===== config.mk =====
export PLATFORM = sky130hd
export DESIGN_NAME = sdrc_wb_arbiter
export DESIGN_NICKNAME = d
export VERILOG_FILES = /design/src/rtl/sdrc_wb_arbiter.sv
export SDC_FILE = /design/constraint.sdc
export NUM_CORES = 1
export LEC_CHECK = 0
export ABC_AREA = 1
export CORE_AREA = 5 5 113 115
export CTS_CLUSTER_SIZE = 14
export DETAILED_ROUTE_END_ITERATION = 12
export DIE_AREA = 0 0 118 120
export HOLD_SLACK_MARGIN = 0.12
export SLEW_MARGIN = 10
export SYNTH_ARGS = -nofsm -noshare
export SYNTH_HDL_FRONTEND = slang
export SYNTH_SLANG_ARGS = --single-unit
export TNS_END_PERCENT = 100

===== constraint.sdc =====
create_clock -name sys_clk -period 1.15 [get_ports sys_clk]
set_input_delay 0.2875 -clock sys_clk [delete_from_list [all_inputs] [get_ports sys_clk]]
set_output_delay 0.2875 -clock sys_clk [all_outputs]
set_load 0.01 [all_outputs]

===== src/rtl/sdrc_wb_arbiter.sv =====
`default_nettype none
// ============================================================================
// Module   : sdrc_wb_arbiter
// Brief    : Two-master round-robin Wishbone arbiter in front of the SDRAM
//            controller slave port; ownership is held for the whole cycle.
//            Define WB_ARB_TIMEOUT_EN to add the stalled-strobe watchdog.
// Revision : 1.0 - initial release
// ============================================================================
module sdrc_wb_arbiter #(
    parameter int dw      = 32,
    parameter int APP_AW  = 26,
    parameter int TIMEOUT = 64
) (
    input  logic              sys_clk,
    input  logic              resetn,
    input  logic              m0_cyc_i,
    input  logic              m0_stb_i,
    input  logic              m0_we_i,
    input  logic [APP_AW-1:0] m0_adr_i,
    input  logic [dw/8-1:0]   m0_sel_i,
    input  logic [dw-1:0]     m0_dat_i,
    output logic [dw-1:0]     m0_dat_o,
    output logic              m0_ack_o,
    output logic              m0_err_o,
    input  logic              m1_cyc_i,
    input  logic              m1_stb_i,
    input  logic              m1_we_i,
    input  logic [APP_AW-1:0] m1_adr_i,
    input  logic [dw/8-1:0]   m1_sel_i,
    input  logic [dw-1:0]     m1_dat_i,
    output logic [dw-1:0]     m1_dat_o,
    output logic              m1_ack_o,
    output logic              m1_err_o,
    output logic              s_cyc_o,
    output logic              s_stb_o,
    output logic              s_we_o,
    output logic [APP_AW-1:0] s_adr_o,
    output logic [dw/8-1:0]   s_sel_o,
    output logic [dw-1:0]     s_dat_o,
    input  logic [dw-1:0]     s_dat_i,
    input  logic              s_ack_i,
    output logic [1:0]        gnt_o
);

    if (TIMEOUT < 2 || TIMEOUT > 1023) begin : g_timeout_range_bad
        $error("sdrc_wb_arbiter: TIMEOUT must be within 2..1023");
    end

`ifdef WB_ARB_TIMEOUT_EN
    typedef enum logic [1:0] {
        ST_IDLE  = 2'd0,
        ST_OWN   = 2'd1,
        ST_DRAIN = 2'd2
    } state_t;
`else
    typedef enum logic [1:0] {
        ST_IDLE  = 2'd0,
        ST_OWN   = 2'd1
    } state_t;
`endif

    state_t     r_state;
    logic [1:0] r_gnt;
    logic       r_last_gnt;     // 0: master 0 owned last, 1: master 1

    logic w_own;
    logic w_own_cyc;
    logic w_pick_m1;
    logic w_wdt_hit;

    assign w_own     = (r_state == ST_OWN);
    assign w_own_cyc = r_gnt[1] ? m1_cyc_i : m0_cyc_i;
    assign w_pick_m1 = m1_cyc_i && (!m0_cyc_i || !r_last_gnt);

    // Owner's request path is combinational; everything is zeroed off-ownership
    assign s_cyc_o = w_own;
    assign s_stb_o = w_own && (r_gnt[1] ? m1_stb_i : m0_stb_i);
    assign s_we_o  = w_own && (r_gnt[1] ? m1_we_i  : m0_we_i);
    assign s_adr_o = !w_own ? '0 : (r_gnt[1] ? m1_adr_i : m0_adr_i);
    assign s_sel_o = !w_own ? '0 : (r_gnt[1] ? m1_sel_i : m0_sel_i);
    assign s_dat_o = !w_own ? '0 : (r_gnt[1] ? m1_dat_i : m0_dat_i);

    assign m0_ack_o = w_own && r_gnt[0] && s_ack_i;
    assign m1_ack_o = w_own && r_gnt[1] && s_ack_i;
    assign m0_dat_o = (w_own && r_gnt[0]) ? s_dat_i : '0;
    assign m1_dat_o = (w_own && r_gnt[1]) ? s_dat_i : '0;
    assign m0_err_o = w_wdt_hit && r_gnt[0];
    assign m1_err_o = w_wdt_hit && r_gnt[1];
    assign gnt_o    = r_gnt;

`ifdef WB_ARB_TIMEOUT_EN
    localparam int                c_WDT_W    = $clog2(TIMEOUT + 1);
    localparam logic [c_WDT_W-1:0] c_WDT_LAST = c_WDT_W'(TIMEOUT - 1);

    logic [c_WDT_W-1:0] r_wdt;

    // Hit fires in the stalled cycle that brings the count up to TIMEOUT
    assign w_wdt_hit = s_stb_o && !s_ack_i && (r_wdt == c_WDT_LAST);

    always_ff @(posedge sys_clk) begin
        if (!resetn || !w_own || s_ack_i) begin
            r_wdt <= '0;
        end else if (s_stb_o) begin
            r_wdt <= r_wdt + 1'b1;
        end
    end
`else
    assign w_wdt_hit = 1'b0;
`endif

    always_ff @(posedge sys_clk) begin
        if (!resetn) begin
            r_state    <= ST_IDLE;
            r_gnt      <= 2'b00;
            r_last_gnt <= 1'b1;
        end else begin
            case (r_state)
                ST_IDLE: begin
                    if (m0_cyc_i || m1_cyc_i) begin
                        r_gnt   <= w_pick_m1 ? 2'b10 : 2'b01;
                        r_state <= ST_OWN;
                    end
                end
                ST_OWN: begin
                    if (!w_own_cyc) begin
                        r_last_gnt <= r_gnt[1];
                        r_gnt      <= 2'b00;
                        r_state    <= ST_IDLE;
                    end
`ifdef WB_ARB_TIMEOUT_EN
                    else if (w_wdt_hit) begin
                        r_state <= ST_DRAIN;
                    end
`endif
                end
`ifdef WB_ARB_TIMEOUT_EN
                ST_DRAIN: begin
                    if (!w_own_cyc) begin
                        r_last_gnt <= r_gnt[1];
                        r_gnt      <= 2'b00;
                        r_state    <= ST_IDLE;
                    end
                end
`endif
                default: begin
                    r_gnt   <= 2'b00;
                    r_state <= ST_IDLE;
                end
            endcase
        end
    end

endmodule
`default_nettype wire


Yosys cells after proc, flatten, opt, wreduce, memory -nomap -nowiden:

Index checks and enable logic that the tools add are counted.

* eq/ne operators: 3
* mux-type cells: 17
* bitwise logic cells: 1
* reduce and logical (&&, ||, !) cells: 14

Operators by type and width (count)
* $mux W32: 4
* $mux W26: 2
* $mux W2: 4
* $mux W4: 2
* $pmux W2 S2: 2
* $logic_and A1 B1 Y1: 7
* $ne A2 B2 Y1 const B: 2
* $reduce_and A2 Y1: 2
* $mux W1: 3
* $eq A2 B1 Y1 const B: 1
* $logic_not A1 Y1: 2
* $logic_not A2 Y1: 1
* $logic_or A1 B1 Y1: 2
* $not A1 Y1: 1

* register bits: 5
* bits of input ports: 165
* output and inout port bits: 135
* word-level logic and storage cells: 38

Depth between registers and ports, before layout:

Gate-level depths: netlist of run 1.

* depth after elaboration: 6
* gate-level depth with buffers: 6
* mapped depth without buffers: 5

Worst setup path after synthesis of run 1:

OpenSTA, ideal clock, no wires.

* path kind: register -> output
* start point: reg r_gnt[1] (netlist: gnt_o[1])
* end point: out s_dat_o[21]
* arrival: 1060 ps
* data required time: 863 ps
* slack: -198 ps
* stages on the path, launching flop included: 7
* path buffers: 3
* cells stage by stage: dfxtp_1 buf_6 inv_2 buf_8 buf_6 nor2_2 nor2_1

* word-level cells in the longest chain between the ends: 2

Ends and longest elaborated chain
* start, declared: RTL line 63 `logic [1:0] r_gnt;`
* start signal, assigned: RTL line 120 `r_gnt <= w_pick_m1 ? 2'b10 : 2'b01;`
* $mux W32 (2 in series): RTL line 81 `assign s_dat_o = !w_own ? '0 : (r_gnt[1] ? m1_dat_i : m0_dat_i);`
* end, declared: RTL line 39 `output logic [dw-1:0] s_dat_o,`

No other way between the ends.

Worst setup path after layout of run 1:

* start point: reg r_gnt[1] (netlist: gnt_o[1])
* end point: out s_dat_o[11]

Same word-level chain as after synthesis.

==> summary.md, run 1 <==
| Metric | Value |
|---|---|
| Share of cells above drive strength 1 | 65.8% |
| Pwr Density | 480 nW/um^2 |
| Critical R2R Launch | gnt_o[1] |
| Worst-path cell chain | buf_12, inv_16, buf_12, buf_8, nor2_2, nor2_2, buf_2 |
| Dpl cells | 786 |
| P_leak | 2.78 nW |
| Vias in the first global route | 3900 |
| Fill cell count | 1055 |
| Core Region | 11700 um^2 |
| DRT antenna net count | 0 |
| # setup viols final | 136 |
| Core Util, Final | 57.4% |
| Skew final | 4.22 ps |
| Crit path required time | 860 ps |
| Root buffer cell | clkbuf_16 |
| Max incr delay on CP | 340 ps |
| GRT Total Usage | 17.8% |
| P&R area growth vs syn | 320% |
| R2r setup slk | -160 ps |
| Fmax achieved | 609 MHz |
| Die X | 118 um |
| Clk_lat worst skew | 230 ps |
| # diodes | 0 |
| Peak VDD IR | 0.533 mV |
| Top post-synthesis cells by area | nor2_1 41%, o21ai_0 18%, inv_1 8.4% |
| Status | complete, but fails checks |
| First-pass GRT wire length | 20.7 mm |
| Global placement routability congestion | 0.856 |
| Sequential area share after synthesis | 5.00% |
| Sink Count | 4 |
| Hold path start | r_last_gnt |
| R2r worst-path depth | 8 |
| End of the worst hold path | r_last_gnt |
| Syn Area/Cell | 4.64 um^2 |
| Setup slack after layout | -491 ps |
| Yosys top cell area share | 40.8% |
| Final nets | 857 |
| Startpoint Class | flip-flop |
| Full die area | 14200 um^2 |
| Gr ovfl total | 0 |
| Mapped Area | 1600 um^2 |
| Fin crit share | 143% |
| Max-slew violations | 0 |
| Iteration-0 DRC count of the detailed router | 60 |
| Post-Layout Cell Count | 838 |
| Tmin final | 1640 ps |
| Ys Warns | 0 |
| Largest net degree at the start of global routing | 17 |
| Routed wire length | 13.8 mm |
| Max Cap Viol | 0 |
| HP Class | reg2reg |
| Cts hold-fix bufs | 0 |
| Clock-pin slew on the worst setup and hold paths | 30 ps |
| Port Buffers | 297 |
| Mapped Cells | 345 |
| IO Pins | 300 |
| CTS Buf Count | 3 |
| Initial antenna violation count | 0 |
| CP Class | reg2out |
| CP bufs+invs | 5 |
| Routed len/inst | 16.5 um |
| WP data arrival | 1350 ps |
| TritonCTS clock tree | built |
| Synth area leader | nor2_1 |
| Drt drc | 0 |
| HPWL after DPL | 10.0 mm |
| Die height | 120 um |
| Hold path depth | 2 |
| Max clock buf depth | 2 |
| DR pass1 iterations | 4 |
| Failing checks | negative setup slack |
| Crit Path Max Fanout | 9 |
| Family with the most delay on the worst path | buffers and inverters |
| Site row count | 40 |
| Crit path max-delay cell type | dfxtp_4 |
| Final Hold Viols | 0 |
| Yosys reg bits | 4 |
| FF-to-FF End | gnt_o[0] |
| CP endpoint kind | primary output |
| Vias | 3573 |
| RSZ-0062 raised after global routing | yes |
| Vias per cell | 4.26 |
| Netlist cell types | 20 |
| Initial Util | 13.7% |
| CTS H-tree depth | 1 |
state kept, by name, indices dropped and copies added (netlist names):
name and cells:
r_last_gnt 1, r_state 1, gnt_o 2
routing by layer:
layer	track usage, %	wire (um)	part of all wire, %
met4	2.65	150	1.1
met1	19.0	4910	35
met2	34.5	7590	55
met3	5.94	1200	8.7
met5	0	0	0
cell usage in the layout (no fill, tap or decap), types with 4 or more instances in the layout:
master	instances
clkbuf_16	6
o21ai_4	7
o21ai_0	4
nor2_4	91
nor2_2	100
buf_12	17
buf_4	19
o21ai_1	16
buf_6	90
clkdlybuf4s50_1	164
buf_2	60
buf_16	9
inv_1	36
o21ai_2	38
worst reg2reg max path: stages (launching register included):
cell,delay [ps]
dfxtp_4,340
buf_12,150
inv_16,100
buf_16,160
buf_4,130
nand2_2,60
nand3_2,90
nand3_1,100
a21oi_2,120
report_power, final:
| group | internal (W) | leakage (nW) | switching [W] | total (W) |
|---|---|---|---|---|
| registers | 0.000150 | 0.0350 | 0.0000183 | 0.000169 |
| logic | 0.00139 | 2.70 | 0.00110 | 0.00249 |
| clock network | 0.000459 | 0.0382 | 0.000106 | 0.000565 |
| total | 0.00200 | 2.78 | 0.00123 | 0.00323 |
timing repair:
| action | 4_1_cts | 5_1_grt |
|---|---|---|
| endpoints found under the setup margin | 136 | 137 |
| buffers inserted | 27 | 13 |
| gates resized for setup | 734 | 156 |
| cloned | 9 | 3 |
| pin swaps | 19 | 5 |
synthesized netlist by cell type:
library cell,number
o21ai_0,59
buf_6,6
nand2_2,1
inv_2,1
nand2_1,5
clkbuf_2,1
inv_1,36
clkbuf_1,8
o211ai_1,2
buf_2,10
buf_8,2
nor2_2,20
conb_1,1
a31oi_1,1
dfxtp_1,4
o21ai_1,6
nand3_1,4
buf_4,2
a21oi_1,2
nor2_1,174
cell type report:
class                           instances  area (um^2)  share of cell area, %
Clock buffer                            4         78.8                   1.17
Sequential cell                         4         91.3                   1.36
Multi-Input combinational cell        276         2340                   34.8
Timing Repair Buffer                  370         3880                   57.7
Inverter                               37          155                   2.31
Tap cell                              147          184                   2.74
worst max-delay path by stage:
stage | from | to | cells after the start
floorplan | gnt_o[1] | s_adr_o[0] | 6
global placement | m0_adr_i[25] | s_adr_o[25] | 5
detailed placement | m0_adr_i[25] | s_adr_o[25] | 5
CTS | gnt_o[1] | s_dat_o[11] | 7
global route | gnt_o[1] | s_dat_o[27] | 7
finish | gnt_o[1] | s_dat_o[11] | 7
stage by stage:
| stage | worst slack (ps) | total power (W) | instance area [um^2] | hold slack [ps] | TNS (ps) |
|---|---|---|---|---|---|
| finish | -491 | 0.00323 | 6720 | 506 | -53430 |
| global route | -545 | 0.00341 | 6720 | 541 | -59630 |
| CTS | -489 | 0.00300 | 6060 | 511 | -53570 |
| detailed placement | -735 | 0.00210 | 5280 | 497 | -81770 |
| global placement | -753 | 0.00208 | 5280 | 488 | -80580 |
| floorplan | -92.1 | 0.000905 | 2100 | 386 | -6380 |
cell families after synthesis:
logic type | Yosys count | synth area share [%]
AO/OA/AOI/OAI | 70 | 22.3
buffers and inverters | 66 | 21.0
flip-flops | 4 | 5.00
other | 1 | 0.234
AND/OR/NAND/NOR | 204 | 51.4
Power figures use the tool's default switching activity.
==> inputs of run 2 (changes only) <==
HOLD_SLACK_MARGIN = not set   (was 0.12)
==> results of run 2 <==
Same layout as run 1: the final DEF is identical, and so are final timing and power.
==> inputs of run 3 (changes only) <==
GPL_ROUTABILITY_DRIVEN = 1   (was not set)
==> results of run 3 <==
Same layout as run 1: the final DEF is identical, and so are final timing and power.
